$ cat src/rtl/fir_pkg.sv
// Shared types, widths and default coefficient set for the fir block.
package fir_pkg;

  localparam int DATA_W    = 16;
  localparam int COEF_W    = 16;
  localparam int PROD_W    = DATA_W + COEF_W;
  localparam int DEF_NTAPS = 32;
  localparam int DEF_ACC_W = PROD_W + $clog2(DEF_NTAPS);

  typedef logic signed [DATA_W-1:0] sample_t;
  typedef logic signed [COEF_W-1:0] coeff_t;

  // Accumulator width that cannot overflow when summing ntaps Q2.30 products.
  function automatic int acc_w(input int ntaps);
    return PROD_W + $clog2(ntaps);
  endfunction

  // 32-tap symmetric low-pass, cutoff near 4 kHz at 44.1 kHz, Q1.15.
  // Index 0 is the leftmost entry; DC gain sum(h) = 21270.
  localparam logic [0:DEF_NTAPS-1][COEF_W-1:0] DEFAULT_COEFFS = {
    16'hFFE2, 16'hFFD3, 16'hFFC4, 16'hFFC4, 16'hFFE2, 16'h0028, 16'h00A0, 16'h014A,
    16'h0226, 16'h0320, 16'h0424, 16'h0514, 16'h05DC, 16'h0668, 16'h06B8, 16'h06E0,
    16'h06E0, 16'h06B8, 16'h0668, 16'h05DC, 16'h0514, 16'h0424, 16'h0320, 16'h0226,
    16'h014A, 16'h00A0, 16'h0028, 16'hFFE2, 16'hFFC4, 16'hFFC4, 16'hFFD3, 16'hFFE2
  };

endpackage

$ cat src/rtl/fir_mac.sv
// Serial multiply-accumulate for fir: registered product, accumulate with
// clear on the first tap, and round/convert of the final sum into dout.
// Optional macro FIR_SATURATE_EN: saturate the output instead of wrapping.
module fir_mac
  import fir_pkg::*;
#(
  parameter int NTAPS = 32
) (
  input  logic                     clk,
  input  logic                     sclr,
  input  logic                     tap_en,
  input  logic                     first,
  input  logic                     last,
  input  logic signed [COEF_W-1:0] coeff,
  input  logic signed [DATA_W-1:0] sample,
  output logic signed [DATA_W-1:0] dout,
  output logic                     rdy
);

  localparam int ACC_W    = acc_w(NTAPS);
  localparam int HALF_LSB = 1 << 14;
`ifdef FIR_SATURATE_EN
  localparam int HI_W     = ACC_W - DATA_W + 2;
`endif

  logic signed [PROD_W-1:0] prod_p0;
  logic                     vld_p0;
  logic                     first_p0;
  logic                     last_p0;
  logic signed [ACC_W-1:0]  acc_p1;
  logic signed [ACC_W-1:0]  prod_ext;
  logic signed [ACC_W-1:0]  base;
  logic signed [ACC_W-1:0]  sum;

  // Round half up, drop 15 fraction bits, then narrow to the sample width.
  function automatic sample_t round_conv(input logic signed [ACC_W-1:0] x);
    logic signed [ACC_W:0] r;
    logic signed [ACC_W:0] s;
    r = $signed({x[ACC_W-1], x}) + $signed((ACC_W+1)'(HALF_LSB));
    s = r >>> 15;
`ifdef FIR_SATURATE_EN
    if (s[ACC_W:DATA_W-1] != {HI_W{s[DATA_W-1]}})
      return s[ACC_W] ? sample_t'({1'b1, {(DATA_W-1){1'b0}}})
                      : sample_t'({1'b0, {(DATA_W-1){1'b1}}});
`endif
    return s[DATA_W-1:0];
  endfunction

  // Running sum; the first tap restarts from zero instead of the old total.
  always_comb begin
    prod_ext = ACC_W'(prod_p0);
    base     = first_p0 ? '0 : acc_p1;
    sum      = base + prod_ext;
  end

  // Stage 0: tap control flags travel with the registered product.
  always_ff @(posedge clk) begin
    if (sclr) begin
      vld_p0   <= 1'b0;
      first_p0 <= 1'b0;
      last_p0  <= 1'b0;
    end else begin
      vld_p0   <= tap_en;
      first_p0 <= first;
      last_p0  <= last;
    end
  end

  // Stage 0: registered 16x16 signed product (Q2.30).
  always_ff @(posedge clk) begin
    prod_p0 <= coeff * sample;
  end

  // Stage 1: accumulate; the last tap folds straight into the output register.
  always_ff @(posedge clk) begin
    if (sclr) begin
      acc_p1 <= '0;
      dout   <= '0;
      rdy    <= 1'b0;
    end else begin
      rdy <= vld_p0 & last_p0;
      if (vld_p0)
        acc_p1 <= sum;
      if (vld_p0 && last_p0)
        dout <= round_conv(sum);
    end
  end

endmodule

$ cat src/rtl/fir.sv
// Time-multiplexed fixed-coefficient FIR low-pass. One sample is captured per
// CLKS_PER_SAMPLE clocks into a circular delay line, then fir_mac processes one
// tap per clock; rdy/dout follow the capture cycle by NTAPS+2 clocks.
// Optional macro FIR_SATURATE_EN (used in fir_mac): saturating output.
module fir
  import fir_pkg::*;
#(
  parameter int                                NTAPS           = 32,
  parameter int                                CLKS_PER_SAMPLE = 1134,
  parameter logic [0:NTAPS-1][COEF_W-1:0]      COEFFS          = DEFAULT_COEFFS
) (
  input  logic                     clk,
  input  logic                     sclr,
  input  logic signed [DATA_W-1:0] din,
  output logic                     rfd,
  output logic                     rdy,
  output logic signed [DATA_W-1:0] dout
);

  localparam int CW = $clog2(CLKS_PER_SAMPLE);
  localparam int PW = $clog2(NTAPS);

  logic [CW-1:0]            cnt;
  logic [PW-1:0]            wptr;
  logic [PW-1:0]            rptr;
  logic [PW-1:0]            tap;
  logic signed [DATA_W-1:0] line [NTAPS];
  logic                     tap_en;
  logic                     first;
  logic                     last;
  logic signed [COEF_W-1:0] coeff;
  logic signed [DATA_W-1:0] sample;

  // Capture happens at count 0; taps occupy counts 1..NTAPS.
  assign rfd    = (cnt == '0) && !sclr;
  assign tap_en = (cnt >= CW'(1)) && (cnt <= CW'(NTAPS));
  assign first  = (cnt == CW'(1));
  assign last   = (cnt == CW'(NTAPS));
  assign coeff  = coeff_t'(COEFFS[tap]);
  assign sample = line[rptr];

  // Sample-period counter, wrapping at CLKS_PER_SAMPLE.
  always_ff @(posedge clk) begin
    if (sclr)
      cnt <= '0;
    else if (cnt == CW'(CLKS_PER_SAMPLE - 1))
      cnt <= '0;
    else
      cnt <= cnt + CW'(1);
  end

  // Delay line write on capture; read pointer walks from newest to oldest.
  always_ff @(posedge clk) begin
    if (sclr) begin
      for (int i = 0; i < NTAPS; i++)
        line[i] <= '0;
      wptr <= '0;
      rptr <= '0;
      tap  <= '0;
    end else if (rfd) begin
      line[wptr] <= din;
      wptr       <= (wptr == PW'(NTAPS - 1)) ? '0 : wptr + PW'(1);
      rptr       <= wptr;
      tap        <= '0;
    end else if (tap_en) begin
      rptr <= (rptr == '0) ? PW'(NTAPS - 1) : rptr - PW'(1);
      tap  <= tap + PW'(1);
    end
  end

  fir_mac #(
    .NTAPS(NTAPS)
  ) u_mac (
    .clk    (clk),
    .sclr   (sclr),
    .tap_en (tap_en),
    .first  (first),
    .last   (last),
    .coeff  (coeff),
    .sample (sample),
    .dout   (dout),
    .rdy    (rdy)
  );

endmodule

$ cat config.mk
export PLATFORM = sky130hd
export DESIGN_NAME = fir
export DESIGN_NICKNAME = d
export VERILOG_FILES = /design/src/rtl/fir_pkg.sv /design/src/rtl/fir_mac.sv /design/src/rtl/fir.sv
export SDC_FILE = /design/constraint.sdc
export NUM_CORES = 1
export LEC_CHECK = 0
export ABC_CLOCK_PERIOD_IN_PS = 21900
export BUFFER_PORTS_ARGS = -buffer_cell sky130_fd_sc_hd__buf_4
export CORE_MARGIN = 2
export CORE_UTILIZATION = 25
export DETAILED_ROUTE_END_ITERATION = 10
export HOLD_SLACK_MARGIN = 0.08
export PLACE_DENSITY = 0.35
export REMOVE_ABC_BUFFERS = 1
export SYNTH_ARGS = -nofsm -noshare
export SYNTH_HDL_FRONTEND = slang
export SYNTH_SLANG_ARGS = --single-unit
$ cat constraint.sdc
create_clock -name clk -period 21.9 [get_ports clk]
set_input_delay 2.19 -clock clk [delete_from_list [all_inputs] [get_ports clk]]
set_output_delay 2.19 -clock clk [all_outputs]
set_load 0.1 [all_outputs]
==> impl_results.md, run 1 <==
- RD Place Congestion: 0.7782
- RSZ-0062 raised after global routing: false
- Worst-Skew Late Latency: 0.70 ns
- Fin nets: 3446
- Period utilisation layout: 0.4560
- Post-CTS Setup Inserts: 0
- Via Count: 22.93k
- Type of the worst min-delay path: reg -> reg
- Cell variety after synth: 88
- Drt drc: 0
- Worst-margin pin slew: 1.239 ns
- Slew headroom: 0.1504
- Initial antenna violation count: 5
- Syn avg cell area: 12.31 um2
- Hpwl dp: 77240 um
- Synthesized flop and latch total: 625
- Final hold vios: 0
- Top cell by count, worst path: fa_1
- DIE WIDTH: 394.0 um
- Register area share after synthesis: 0.4638
- Worst-path clk slew: 0.07 ns
- Number of flops mapped to enable cells by yosys: 512
- Total gr overflow: 0
- # setup viols final: 0
- CP max FO: 39
- Fraction of layout cells with a size suffix above 1: 0.1470
- CP Class: reg -> reg
- Detail Route Antenna Nets: 0
- Total Routing Usage GR: 0.1508
- Cells after Synth: 3089
- Critical path launch point type: register
- Cts repair resizes: 0
- CTS Buf Count: 80
- Initial DRC Count: 1256
- Root Buffer: clkbuf_16
- Core area: 0.1515 mm2
- # IOs: 36
- Setup TNS: 0 ns
- TritonCTS clock tree: yes
- Post-layout min period: 9.986 ns
- Die Y-Extent: 394.0 um
- Iteration count of the initial detailed-routing pass: 5
- Syn Std Cell Area: 0.03803 mm2
- Slew Limit Fails: 0
- Final WL: 115900 um
- Crit-path slowest cell: buf_4
- Wire length per cell: 22.40 um
- Number of max-cap violations: 0
- Area delta synth->final: 13.67%
- # port buffers: 35
- Largest stage delay, worst path: 0.80 ns
- First-pass GRT wire length: 173900 um
- Critical Path Sink Type: register
- Die Area: 0.1553 mm2
- Num Clock Sinks: 625
- Clock buffer depth: 3
- Ys async rst share: 0
- Fmax achieved: 100.1 MHz
- Yosys Warn Count: 0
- Largest net degree at the start of global routing: 52
- Synth Flop Type: edfxtp_1
- CP required: 22.54 ns
- Max H-tree Level: 3
- Number of global-route vias before repair: 25.18k
- # rows: 143
- Post-CTS Hold Fix Bufs: 0
- Commonest non-fill, non-tap cells in the layout: 523 x and2_1, 512 x edfxtp_1, 268 x inv_1
- Status: finished, final reports clean
- Vias/cell: 4.433
- Initial Util: 0.2509
- Arr. time, crit path: 10.62 ns
- Final clock skew: 0.07467 ns
- Commonest non-fill, non-tap cell in the layout: and2_1
-- worst paths after layout --
kind                 startpoint                end  slack (ns)  depth (start not counted)
setup / recovery       register  u_mac.prod_p0[24]       11.91                         28
hold / removal    u_mac.dout[3]      u_mac.dout[3]        0.46                          2
setup reg to reg       register  u_mac.prod_p0[24]       11.91                         28
hold reg to reg   u_mac.dout[3]      u_mac.dout[3]        0.46                          2
-- critical path: cells and delay by family, from the launching register on --
kind | cells | cell delay [ns]
buffers and inverters | 7 | 2.04
xor gates and xnor gates | 1 | 0.13
and+or+nand+nor | 2 | 0.19
muxes | 3 | 1.46
DFF | 1 | 0.68
AOI/OAI and AO/OA | 8 | 1.91
adders and majority gates | 7 | 3.40
-- sequential cells by signal (all words and copies together), names as in the netlist, named ones only --
signal          count
u_mac.acc_p1       31
rptr                5
u_mac.last_p0       1
wptr                5
u_mac.rdy           1
u_mac.dout         16
u_mac.vld_p0        1
tap                 5
u_mac.first_p0      1
u_mac.prod_p0      31
line              512
cnt                11
-- per-stage QoR --
step,cell area (um2),hold WS (ns),util,setup WS (ns),instances
floorplan,37310,0.4397,-,9.233,2905
CTS,43220,0.4637,0.2852,11.26,5172
global route,43220,0.4774,0.2852,11.34,5173
global placement,40590,0.4501,0.2678,11.24,5028
finish,43230,0.4575,0.2852,11.91,5174
detailed placement,40590,0.4559,0.2678,11.21,5028
-- routing by layer --
layer  GRT usage  up-vias  wire length (um)
li1            -    10620                 -
met1      0.1949    11870             52050
met2      0.2682      325             58680
met3     0.01868      115              3327
met4     0.03305        0              1844
met5           0        -                 0
-- logic make-up after synthesis --
group,Yosys count,synth area share
AO/OA/AOI/OAI,261,0.04735
XOR/XNOR,75,0.01806
adder cells (fa/ha/maj),347,0.1574
buffers and inverters,452,0.04527
flip-flops,625,0.4638
multiplexers,203,0.1063
AND/OR/NAND/NOR,1126,0.1618
-- layout make-up --
| type | instances | area, um2 |
|---|---|---|
| inverters | 268 | 1006 |
| repair buffers | 94 | 705.7 |
| flip-flops and latches | 625 | 17650 |
| fillers | 15460 | 108300 |
| diodes | 1 | 2.502 |
| clock inverters | 48 | 521.8 |
| multi-input cells | 2012 | 18700 |
| well taps | 2030 | 2540 |
| clock buffers | 96 | 2103 |
-- cells in the mapped netlist (27+ instances only) --
library cell,instances,area [um2]
mux2i_1,35,350.3
ha_1,128,1602
nand2_1,121,454.2
mux4_2,160,3603
and2_1,523,3272
clkbuf_1,151,566.8
dfxtp_1,113,2262
xor2_1,27,236.5
nor2b_1,47,294.0
nand3_1,29,145.1
nor2_1,243,912.1
xnor2_1,44,385.4
a21oi_1,72,360.4
or2_2,38,237.7
o21ai_0,40,200.2
fa_1,219,4384
edfxtp_1,512,15370
nand2b_1,32,200.2
inv_1,268,1006
Power of run 1 is not shown: default switching activity piles up to over one toggle a cycle in this logic, so the estimate is an artifact.
==> run 2, diff against run 1 <==
--- a/config.mk
+++ b/config.mk
@@ -5,13 +5,14 @@
 export SDC_FILE = /design/constraint.sdc
 export NUM_CORES = 1
 export LEC_CHECK = 0
-export ABC_CLOCK_PERIOD_IN_PS = 21900
+export ABC_AREA = 1
+export ABC_CLOCK_PERIOD_IN_PS = 8900
 export BUFFER_PORTS_ARGS = -buffer_cell sky130_fd_sc_hd__buf_4
 export CORE_MARGIN = 2
 export CORE_UTILIZATION = 25
 export DETAILED_ROUTE_END_ITERATION = 10
 export HOLD_SLACK_MARGIN = 0.08
-export PLACE_DENSITY = 0.35
+export PLACE_DENSITY = 0.37
 export REMOVE_ABC_BUFFERS = 1
 export SYNTH_ARGS = -nofsm -noshare
 export SYNTH_HDL_FRONTEND = slang
==> constraint.sdc (replaced) <==
create_clock -name clk -period 8.9 [get_ports clk]
set_input_delay 0.89 -clock clk [delete_from_list [all_inputs] [get_ports clk]]
set_output_delay 0.89 -clock clk [all_outputs]
set_load 0.1 [all_outputs]
==> run 2 against run 1 <==
  * Count of clock-buffer cells in the layout is 12 higher
  * Final area is 0.28% lower
  * Non-clock buffer count is 11 higher
  * Worst hold slack worse by 0.00071 ns
  * Core utilization hardly changed
  * Fmax is 23% higher
  * Clock skew is 0.015 ns lower
  * Flip-flop and latch count stayed put
  * Critical endpoint is now u_mac.prod_p0[27]
  * Worst setup slack worse by 11 ns
  * First-iteration DRC count is 55% higher
  * Via count is 25% higher
  * Register-to-register slack worse by 11 ns
==> impl_results.md, run 2 <==
- Synth cell count leaders: 1067 x nor2_1, 550 x inv_1, 512 x edfxtp_1
- Initial antenna violation count: 2 (-3)
- Clock buffer depth: 3 (unchanged)
- Detail Route Antenna Nets: 0 (unchanged)
- First-pass GRT wire length: 194400 um (+12%)
- # setup viols final: 0 (unchanged)
- Area delta synth->final: 13.44%
- Slew Limit Fails: 0 (unchanged)
- TritonCTS clock tree: yes
- Vias/cell: 4.570 (+3.1%)
- Post-CTS Hold Fix Bufs: 0 (unchanged)
- N_diodes: 0 (-1)
- Number of global-route vias before repair: 29.13k (+16%)
- Filler cells: 16.19k (+4.7%)
- Drt drc: 0 (unchanged)
- RSZ-0062 raised after global routing: false
- Critical path launch point type: register
- # port buffers: 35 (unchanged)
- Cts repair resizes: 0 (unchanged)
- Num Clock Sinks: 625 (unchanged)
- CP Class: reg -> reg
- Biggest register: line
- # IOs: 36 (unchanged)
- Largest stage delay, worst path: 0.56 ns (-0.24 ns)
- Largest registers: line x512, u_mac.acc_p1 x31, u_mac.prod_p0 x31
- Number of max-cap violations: 0 (unchanged)
- Cell variety after synth: 50 (-43%)
- Core area: 0.1514 mm2 (-0.12%)
- Worst-margin pin slew: 1.056 ns (-0.1833 ns)
- Fmax achieved: 123.6 MHz (+23%)
- Fraction of layout cells with a size suffix above 1: 0.06378 (-0.08321)
- Fin nets: 4549 (+32%)
- Root Buffer: clkbuf_16
- Ys async rst share: 0 (unchanged)
- Arr. time, crit path: 8.64 ns (-1.98 ns)
- Max H-tree Level: 3 (unchanged)
- Max reg flops: 512 (unchanged)
- Final hold vios: 0 (unchanged)
- Synthesized flop and latch total: 625 (unchanged)
- Via Count: 28.70k (+25%)
- Yosys Warn Count: 0 (unchanged)
- Total gr overflow: 0 (unchanged)
- Top-count cell post-synth: nor2_1
- CP required: 9.45 ns (-13.09 ns)
- Total Routing Usage GR: 0.1659 (+0.01517)
- Type of the worst min-delay path: reg -> reg
- Crit-path slowest cell: fa_1
- Die Y-Extent: 393.9 um (about the same)
- Area leader, netlist: edfxtp_1
- Synth top area share: 0.4046 (about the same)
- Wire length per cell: 20.55 um (-8.3%)
- Finished Layout Cells: 6279 (+21%)
- Largest net degree at the start of global routing: 136 (+160%)
- Critical Path Sink Type: register
- Commonest non-fill, non-tap cell in the layout: nor2_1
- Initial Util: 0.2511 (about the same)
- Dpl cells: 6132 (+22%)
- Die Area: 0.1551 mm2 (about the same)
- Post-CTS Setup Inserts: 0 (unchanged)
- Initial DRC Count: 1951 (+55%)
- Top cell by count, worst path: fa_1
- Slew headroom: 0.2945 (+0.1441)
- Final clock skew: 0.05962 ns (-0.01506 ns)
- Cells after Synth: 4224 (+37%)
- Period utilisation layout: 0.9092 (+0.4533)
- Worst-path clk slew: 0.06 ns (about the same)
- Commonest non-fill, non-tap cells in the layout: 1067 x nor2_1, 548 x inv_1, 512 x edfxtp_1
- DIE WIDTH: 393.9 um (about the same)
- Iteration count of the initial detailed-routing pass: 5 (unchanged)
- Register area share after synthesis: 0.4641 (about the same)
- Dominant cells by area after synthesis: edfxtp_1 40%, fa_1 12%, nor2_1 11%, dfxtp_1 6.0%, inv_1 5.4%
- CTS Buf Count: 80 (unchanged)
- Final WL: 129000 um (+11%)
- Syn Std Cell Area: 0.03800 mm2 (about the same)
- Synth Flop Type: edfxtp_1
- Syn avg cell area: 8.997 um2 (-27%)
- Status: finished, final reports clean
- CP max FO: 115 (+190%)
- Post-layout min period: 8.092 ns (-1.894 ns)
- RD Place Congestion: 0.8187 (+5.2%)
- Hpwl dp: 85350 um (+11%)
- Worst-Skew Late Latency: 0.70 ns (about the same)
- Number of flops mapped to enable cells by yosys: 512 (unchanged)
- # rows: 143 (unchanged)
run 2: cell types whose count changed in the layout (fill, tap and decap cells not counted), sizes merged, moves of 47 or more:
cell and delta:
nor2b -47, nand3 +104, inv +284, nor2 +845
nand2 +376, o21ai +306, and2 -518, o221ai +98
mux4 -160
run 2: kinds of logic (layout without fill, tap and decap cells):
kind of cell,after synthesis,count (layout),synth area share
and+or+nand+nor,1776,1776,0.1886
AOI/OAI and AO/OA,638,638,0.09845
DFF,625,625,0.4641
adders and majority gates,347,347,0.1575
xor gates and xnor gates,51,51,0.01175
buffers and inverters,787,812,0.07961
run 2: layer usage:
| metal | GRT usage | vias to the layer above | share of wire |
|---|---|---|---|
| met5 | 0 | - | 0 |
| met4 | 0.04338 | 0 | 0.023 |
| met3 | 0.01897 | 135 | 0.043 |
| met2 | 0.2598 | 563 | 0.45 |
| met1 | 0.2419 | 14290 | 0.49 |
| li1 | - | 13710 | - |
run 2: worst max-delay path: cells and delay by family, from the launching register on:
kind	cells	cell delay [ns]
flip-flops	1	0.38
XOR/XNOR	1	0.15
adder cells (fa/ha/maj)	7	3.38
AO/OA/AOI/OAI	6	1.39
AND/OR/NAND/NOR	6	1.03
buffers and inverters	8	1.56
run 2: final timing paths:
path	from	to	slack, ns	depth (start not counted)
worst min-delay path	u_mac.acc_p1[0]	u_mac.acc_p1[0]	0.46	2
worst max register to register	register	u_mac.prod_p0[27]	0.81	28
worst max-delay path	register	u_mac.prod_p0[27]	0.81	28
worst min register to register	u_mac.acc_p1[0]	u_mac.acc_p1[0]	0.46	2
run 2: through the flow:
| stage | utilization | hold WS (ns) | setup WS [ns] | cell area [um2] | setup TNS (ns) |
|---|---|---|---|---|---|
| after global placement | 0.2678 | 0.4411 | 0.8050 | 40530 | 0 |
| final | 0.2848 | 0.4568 | 0.8078 | 43110 | 0 |
| after floorplan | - | 0.4324 | -6.147 | 37080 | -156.38 |
| after CTS | 0.2848 | 0.4522 | 0.7040 | 43110 | 0 |
| after detailed placement | 0.2678 | 0.4444 | 0.7346 | 40530 | 0 |
| after global routing | 0.2848 | 0.4732 | 0.1452 | 43110 | 0 |
run 2: final cells by class:
class                           instances  area (um2)  share of cell area
Clock inverter                         39       407.9            0.009462
Tap cell                             2030        2540             0.05892
Sequential cell                       625       17650              0.4093
Multi-Input combinational cell       2812       17340              0.4022
Inverter                              560        2117             0.04911
Clock buffer                          108        2170             0.05033
Timing Repair Buffer                  105       888.4             0.02061
Power of run 2 is left out for the same reason.
